==> src/rtl/array_sp_ctrl.sv <==
// Request-side controller for a 512x16 single-port SRAM: zero-fills the array after reset,
// then turns a valid/ready request stream into RW0 cycles and returns read data in order.
`timescale 1ns/1ps
module array_sp_ctrl #(
  parameter int RESP_DEPTH = 3
) (
  input  logic        clock,
  input  logic        reset_n,
  input  logic        req_valid,
  output logic        req_ready,
  input  logic        req_write,
  input  logic [8:0]  req_addr,
  input  logic [15:0] req_wdata,
  output logic        resp_valid,
  input  logic        resp_ready,
  output logic [15:0] resp_rdata,
  output logic        init_done,
  output logic [8:0]  mem_RW0_addr,
  output logic        mem_RW0_en,
  output logic        mem_RW0_wmode,
  output logic [15:0] mem_RW0_wdata,
  input  logic [15:0] mem_RW0_rdata,
  output logic        fsm_state
);

  // Handshakes: a transfer happens on a rising edge where valid && ready; ready never
  // depends on the same stream's valid, and req_ready never depends on resp_ready.

  localparam int CW = $clog2(RESP_DEPTH + 1);
  localparam int PW = $clog2(RESP_DEPTH);
  localparam logic [CW:0]   DEPTH_W  = (CW + 1)'(RESP_DEPTH);
  localparam logic [PW-1:0] LAST_PTR = PW'(RESP_DEPTH - 1);

  typedef enum logic {S_INIT = 1'b0, S_RUN = 1'b1} state_t;

  state_t        state;
  logic [8:0]    init_cnt;
  logic          inflight;
  logic [CW-1:0] count;
  logic [PW-1:0] wr_ptr;
  logic [PW-1:0] rd_ptr;
  logic [15:0]   fifo_q [RESP_DEPTH];

  logic [CW:0] credit_used;
  logic        issue;
  logic        rd_issue;
  logic        push;
  logic        pop;

  function automatic logic [PW-1:0] ptr_next(input logic [PW-1:0] p);
    return (p == LAST_PTR) ? '0 : p + PW'(1);
  endfunction

  // A read may only issue if its return is guaranteed a free FIFO slot.
  assign credit_used = {1'b0, count} + {{CW{1'b0}}, inflight};
  assign req_ready   = (state == S_RUN) && (req_write || (credit_used < DEPTH_W));
  assign issue       = req_valid && req_ready;
  assign rd_issue    = issue && !req_write;
  assign push        = inflight;
  assign pop         = resp_valid && resp_ready;
  assign resp_valid  = (count != '0);
  assign resp_rdata  = fifo_q[rd_ptr];
  assign fsm_state   = (state == S_RUN);

  always_comb begin
    mem_RW0_en    = 1'b0;
    mem_RW0_wmode = 1'b0;
    mem_RW0_addr  = '0;
    mem_RW0_wdata = '0;
    if (reset_n) begin
      if (state == S_INIT) begin
        mem_RW0_en    = 1'b1;
        mem_RW0_wmode = 1'b1;
        mem_RW0_addr  = init_cnt;
      end else if (issue) begin
        mem_RW0_en    = 1'b1;
        mem_RW0_wmode = req_write;
        mem_RW0_addr  = req_addr;
        mem_RW0_wdata = req_wdata;
      end
    end
  end

  always_ff @(posedge clock or negedge reset_n) begin
    if (!reset_n) begin
      state     <= S_INIT;
      init_cnt  <= '0;
      init_done <= 1'b0;
      inflight  <= 1'b0;
    end else begin
      case (state)
        S_INIT: begin
          inflight <= 1'b0;
          if (init_cnt == 9'd511) begin
            state     <= S_RUN;
            init_done <= 1'b1;
          end else begin
            init_cnt <= init_cnt + 9'd1;
          end
        end
        default: begin
          inflight <= rd_issue;
        end
      endcase
    end
  end

  // Read data from the macro is valid the cycle after the read was issued.
  always_ff @(posedge clock or negedge reset_n) begin
    if (!reset_n) begin
      count  <= '0;
      wr_ptr <= '0;
      rd_ptr <= '0;
      for (int i = 0; i < RESP_DEPTH; i++) fifo_q[i] <= '0;
    end else begin
      if (push) begin
        fifo_q[wr_ptr] <= mem_RW0_rdata;
        wr_ptr         <= ptr_next(wr_ptr);
      end
      if (pop) rd_ptr <= ptr_next(rd_ptr);
      case ({push, pop})
        2'b10:   count <= count + CW'(1);
        2'b01:   count <= count - CW'(1);
        default: count <= count;
      endcase
    end
  end

  always @(posedge clock) begin
    if (reset_n && push) assert (count < CW'(RESP_DEPTH));
  end

endmodule

==> config.mk <==
export PLATFORM = sky130hd
export DESIGN_NAME = array_sp_ctrl
export DESIGN_NICKNAME = d
export VERILOG_FILES = /design/src/rtl/array_sp_ctrl.sv
export SDC_FILE = /design/constraint.sdc
export NUM_CORES = 1
export LEC_CHECK = 0
export ABC_AREA = 1
export BUFFER_PORTS_ARGS = -buffer_cell sky130_fd_sc_hd__buf_2
export CAP_MARGIN = 20
export CORE_UTILIZATION = 32
export DETAILED_ROUTE_END_ITERATION = 8
export PLACE_DENSITY = 0.55
export REMOVE_ABC_BUFFERS = 1
export SLEW_MARGIN = 20
export SYNTH_ARGS = -nofsm -noshare
export SYNTH_HDL_FRONTEND = slang
export SYNTH_SLANG_ARGS = --single-unit
==> constraint.sdc <==
create_clock -name clock -period 2 [get_ports clock]
set_input_delay 0.1 -clock clock [delete_from_list [all_inputs] [get_ports clock]]
set_output_delay 0.1 -clock clock [all_outputs]
set_load 0.02 [all_outputs]
== Word level (Yosys, flattened, before mapping) ==
Cells that the tools add are included.

* Bits in registers: 66
* Latch bits: 0
* Memory bits (writable): 0
* Bits in read-only memories: 0
* Word-level logic and storage cells: 64
* Memories: 0

* Add/subtract/negate cells: 6
* Multipliers: 0
* Divide/modulo/power cells: 0
* Magnitude comparators: 4
* Equal/unequal tests: 5
* Shifts and indexed selects: 0
* Mux-type cells: 24
* Bitwise gates (word level): 4
* Reduce and logical (&&, ||, !) cells: 11

{| class="wikitable"
|+ Operators by type and width
! cell !! number
|-
| $mux W16 || 6
|-
| $bwmux W48 || 1
|-
| $bmux W16 S2 || 1
|-
| $demux W16 S2 || 1
|-
| $mux W9 || 3
|-
| $add A9 B1 Y9 const B || 1
|-
| $eq A9 B9 Y1 const B || 1
|-
| $mux W1 || 9
|-
| $add A2 B1 Y2 const B || 3
|-
| $eq A2 B2 Y1 const B || 3
|-
| $ge A3 B3 Y1 const B || 2
|-
| $not A2 Y3 || 2
|-
| $logic_and A1 B1 Y1 || 5
|-
| $mux W2 || 2
|-
| $pmux W2 S2 || 1
|-
| $reduce_and A2 Y1 || 2
|-
| $reduce_bool A2 Y1 || 2
|-
| $add A2 B1 Y3 || 1
|-
| $lt A3 B1 Y1 const B || 1
|-
| $lt A3 B2 Y1 const B || 1
|-
| $eq A2 B1 Y1 const B || 1
|-
| $not A1 Y1 || 2
|-
| $sub A2 B1 Y2 const B || 1
|-
| $logic_not A1 Y1 || 1
|-
| $logic_or A1 B1 Y1 || 1
|}

== Longest topological paths before layout ==
* Depth after elaboration: 8
* Mapped depth: 11

== Least setup slack after synthesis ==
OpenSTA, ideal clock, no wires.

* Path type: reg2out
* Start point: register inflight
* End point: output port mem_RW0_addr[1]
* Arrival time: 1.686 ns
* Data required time: 1.900 ns
* Setup slack: 0.214 ns
* Cell stages (with the launch flop): 8
* Cells stage by stage: dfrtp_1 ha_1 ha_1 nand2_1 nand2_1 nand2_1 nand4_2 o21ai_0

* Word-level cells in the longest chain between the ends: 8

{| class="wikitable"
|+ RTL lines
! what !! line !! text
|-
| start: declaration || 38 || <nowiki>logic inflight;</nowiki>
|-
| start signal: assignment || 102 || <nowiki>inflight <= rd_issue;</nowiki>
|-
| $add A2 B1 Y3 || 55 || <nowiki>assign credit_used = {1'b0, count} + {{CW{1'b0}}, inflight};</nowiki>
|-
| $lt A3 B2 Y1 || 56 || <nowiki>assign req_ready = (state == S_RUN) && (req_write || (credit_used < DEPTH_W));</nowiki>
|-
| $logic_or A1 B1 Y1 || 56 ||
|-
| $logic_and A1 B1 Y1 || 56 ||
|-
| $logic_and A1 B1 Y1 || 57 || <nowiki>assign issue = req_valid && req_ready;</nowiki>
|-
| $mux W9 || 75 || <nowiki>end else if (issue) begin</nowiki>
|-
| $mux W9 || 71 || <nowiki>if (state == S_INIT) begin</nowiki>
|-
| $mux W9 || 70 || <nowiki>if (reset_n) begin</nowiki>
|-
| end: declaration || 18 || <nowiki>output logic [8:0] mem_RW0_addr,</nowiki>
|}

Every way passes these cells.

== Final worst setup path ==
* Start point: register count[0]
* End point: output port mem_RW0_addr[6]

* Word-level cells in the longest chain between the ends: 8

{| class="wikitable"
|+ RTL lines
! what !! line !! text
|-
| start: declaration || 39 || <nowiki>logic [CW-1:0] count;</nowiki>
|-
| start signal: assignment || 122 || <nowiki>2'b10: count <= count + CW'(1);</nowiki>
|-
| start signal: assignment || 123 || <nowiki>2'b01: count <= count - CW'(1);</nowiki>
|-
| start signal: assignment || 124 || <nowiki>default: count <= count;</nowiki>
|-
| $add A2 B1 Y3 || 55 ||
|-
| $lt A3 B2 Y1 || 56 ||
|-
| $logic_or A1 B1 Y1 || 56 ||
|-
| $logic_and A1 B1 Y1 || 56 ||
|-
| $logic_and A1 B1 Y1 || 57 ||
|-
| $mux W9 || 75 ||
|-
| $mux W9 || 71 ||
|-
| $mux W9 || 70 ||
|}

Every way passes these cells.

==> results.md <==
* Total routed wirelength at 8.15 mm
* Overall power at 4450 uW
* Mapped Avg Cell Area at 7.95 um2
* Hold depth at 3
* Final setup TNS at -0.944 ns
* Clock root buffer: sky130_fd_sc_hd__clkbuf_8
* Arrival time reported for the critical path endpoint at 2.02 ns
* Post-synth EDFFs at 0
* Share of layout cells above drive strength 1 at 31.6%
* Number of fill cells in the layout at 955
* Switching Share at 36.4%
* Die area at 0.0105 mm2
* Type of the worst setup path: reg -> out
* Crit path launch type: flip-flop
* Worst Reg-to-Reg Cells at 9
* Antenna diode instance count at 0
* Internal power of the cells at 2830 uW
* Most heavily used metal layer in global routing: met2
* Placed cell count at 627
* Proportion of power drawn by flip-flops and latches at 32.8%
* First-pass GRT wire length at 13.4 mm
* Antenna violations before repair at 0
* Max-Slew Margin vs Limit at 45.1%
* Sequential-to-total area share from yosys stat at 51.3%
* Via count of the first global-routing pass at 2845
* Overall routing resource usage at 16.8%
* Number of sinks handled by clock tree synthesis at 66
* Clock latency of the later-clocked register in the worst-skew pair at 0.34 ns
* Reg2Reg Launch Point: count[0]
* H-tree level count at 3
* CTS tree: yes
* Standby leakage power at 0.00240 uW
* Largest voltage drop on the vdd net at 407 uV
* GRT met2 Usage at 29.1%
* Destination of the worst hold path: fifo_q[43]
* DRC violation count after routing at 0
* Reg-to-Reg End: count[1]
* Endpoint required time on the critical path at 1.90 ns
* # IOs at 93
* Global placement routability congestion at 0.720
* Final #Nets at 568
* Final-report setup violation count at 24
* Final critical-path share of the clock period at 106%
* Category of the worst setup path capture point: output pin
* Peak clock frequency supported by timing at 472 MHz
* Area growth from synthesis to final layout at 40.3%
* WHS at 0.0518 ns
* Post-layout instance count excluding filler cells at 655
* Pin count of the biggest net entering global routing at 66
* Final Hold Viols at 0
* Netlist cell types at 26
* Primary flip-flop cell chosen by synthesis mapping: sky130_fd_sc_hd__dfrtp_1
* Clock network fraction of total power at 29.3%
* IO buf count at 92
* Async set-reset flop share out of synthesis at 100%
* Per-cell routed wire length at 12.4 um
* Cell taking the most area after synthesis: sky130_fd_sc_hd__dfrtp_1
* Total grt overflow at 0
* Post-synthesis sequential element count at 66
* PwrDens at 986 mW/mm2
* Die width at 102 um
* Actual slew at the worst max-slew pin at 0.823 ns
* Placeable core area at 0.00977 mm2
* Reg2reg setup slack at 0.14 ns
* Utilization after layout at 46.2%
* GR Layer Usage met3 at 5.27%
* Total vias in the final route at 2996
* Initial cell density of the core at 32.9%
* Maximum fanout count along the critical path at 6
* 1st-iter DRT viols at 150
* Number of warnings reported in the yosys synthesis log at 0
* Power spent charging and discharging nets at 1620 uW
* Floorplan row count at 36
* Cells after Synth at 405
* Cell types with the largest area share after synthesis: sky130_fd_sc_hd__dfrtp_1, sky130_fd_sc_hd__nand2_1, sky130_fd_sc_hd__o21ai_0, sky130_fd_sc_hd__nand3_1, sky130_fd_sc_hd__inv_1
* Share of power burned in combinational logic at 37.9%
* CTS Buf Count at 9
* Via-per-instance ratio at 4.57
* Setup clock skew after layout at 0.00696 ns
* Final min period at 2.12 ns
* Count of antenna-violating nets left after detailed routing at 0
* RSZ-0062 raised after global routing: yes
* Type of the worst min-delay path: in -> reg
* Pre-antenna DRT Iters at 4
* Worst Hold Launch: mem_RW0_rdata[11]
* Clock slew seen by the registers of the worst setup and hold paths at 0.07 ns
* Violated checks: setup timing
* Fraction of post-synthesis cell area in the top cell type by area at 51.3%
* Synthesized cell area at 0.00322 mm2
* Result of the run: complete, but fails checks
* Number of violations of the max-capacitance limit at 0
* Detailed Place HPWL at 5.44 mm
* Met1 Usage GRT at 20.3%
* Final Max Tran Viols at 0
* Slack of the critical path at -0.119 ns
* Maximum root-to-sink buffer count at 2
* Chip Height at 102 um
critical path, cell delays in order, from the launching register on:
cell and delay (ns):
sky130_fd_sc_hd__dfrtp_1 0.39, sky130_fd_sc_hd__ha_2 0.20, sky130_fd_sc_hd__ha_4 0.21, sky130_fd_sc_hd__nand2_2 0.05, sky130_fd_sc_hd__nand2_2 0.05, sky130_fd_sc_hd__nand2_2 0.09
sky130_fd_sc_hd__nand4_4 0.13, sky130_fd_sc_hd__buf_12 0.18, sky130_fd_sc_hd__buf_16 0.13, sky130_fd_sc_hd__o21ai_4 0.12, sky130_fd_sc_hd__buf_6 0.13
per-stage QoR:
stage,setup WS [ns],cell area (um2)
after floorplan,-0.167,3130
after global placement,0.214,3870
after detailed placement,0.139,3870
after CTS,-0.119,4380
after global routing,-0.213,4520
final,-0.119,4520
worst max-delay path by stage:
| stage | from | end | slack [ns] |
|---|---|---|---|
| 2_1_floorplan | inflight | mem_RW0_addr[1] | -0.17 |
| 3_3_place_gp | count[0] | mem_RW0_addr[2] | 0.21 |
| 3_5_place_dp | count[0] | mem_RW0_addr[3] | 0.14 |
| 4_1_cts | inflight | mem_RW0_addr[6] | -0.12 |
| 5_1_grt | count[0] | mem_RW0_addr[7] | -0.21 |
| 6_report | count[0] | mem_RW0_addr[6] | -0.12 |
cell type report:
type | instances | area, um2 | share of cell area [%]
Clock buffer | 12 | 165 | 3.66
Multi-Input combinational cell | 268 | 1440 | 31.8
Sequential cell | 66 | 1650 | 36.6
Inverter | 53 | 199 | 4.41
Tap cell | 133 | 166 | 3.69
Timing Repair Buffer | 119 | 826 | 18.3
Clock inverter | 4 | 72.6 | 1.61
cell usage in the layout (no fill, tap or decap), drive strengths merged:
cell         count
buf            118
nand2          103
dfrtp           66
o21ai           63
nand3           53
inv             52
nor2            27
clkbuf          12
ha               5
xnor2            4
a21oi            4
xor2             2
bufinv           2
nand4            2
clkinv           2
or2              1
nor3             1
nand3b           1
o21bai           1
a21o             1
clkinvlp         1
dlygate4sd3      1
cells by family after synthesis:
group	count (synthesis)	share of synthesized area, %
simple gates	188	24.9
compound gates	69	11.3
fa+ha+maj	5	1.94
xor+xnor	6	1.63
flops	66	51.3
buf+inv	71	8.90
routing by layer:
metal,up-vias,wire length (um)
li1,1514,-
met1,1358,3530
met2,118,3910
met3,6,628
met4,0,78
met5,-,0
power by group through the flow:
| stage | Combinational (uW) | Clock (uW) | Sequential (uW) |
|---|---|---|---|
| finish | 1690 | 1300 | 1460 |
| floorplan | 883 | 0 | 1510 |
| global route | 1870 | 1400 | 1470 |
| global placement | 1530 | 0 | 1490 |
| CTS | 1630 | 1340 | 1460 |
| detailed placement | 1530 | 0 | 1490 |
flip-flops by register name (all words and copies together) (netlist names):
signal	flops
inflight	1
count	2
fifo_q	48
init_cnt	9
init_done	1
rd_ptr	2
fsm_state	1
wr_ptr	2
synthesized netlist by cell type, types with 2 or more instances:
| cell type | instances |
|---|---|
| sky130_fd_sc_hd__xor2_1 | 2 |
| sky130_fd_sc_hd__inv_1 | 51 |
| sky130_fd_sc_hd__clkbuf_1 | 7 |
| sky130_fd_sc_hd__buf_4 | 3 |
| sky130_fd_sc_hd__a21oi_1 | 4 |
| sky130_fd_sc_hd__o21ai_2 | 4 |
| sky130_fd_sc_hd__nand2_1 | 103 |
| sky130_fd_sc_hd__dfrtp_1 | 66 |
| sky130_fd_sc_hd__nand3_1 | 53 |
| sky130_fd_sc_hd__buf_2 | 7 |
| sky130_fd_sc_hd__xnor2_1 | 4 |
| sky130_fd_sc_hd__ha_1 | 5 |
| sky130_fd_sc_hd__o21ai_0 | 59 |
| sky130_fd_sc_hd__nor2_1 | 25 |
repair_timing:
item	in CTS	in global routing
pin swaps	1	5
resized for setup	48	33
hold buffers	1	0
endpoints found under the hold margin	1	0
buffers inserted	7	5
gates cloned	2	0
setup endpoints to repair	24	27
Note: power is estimated with default switching activity, not from simulation.
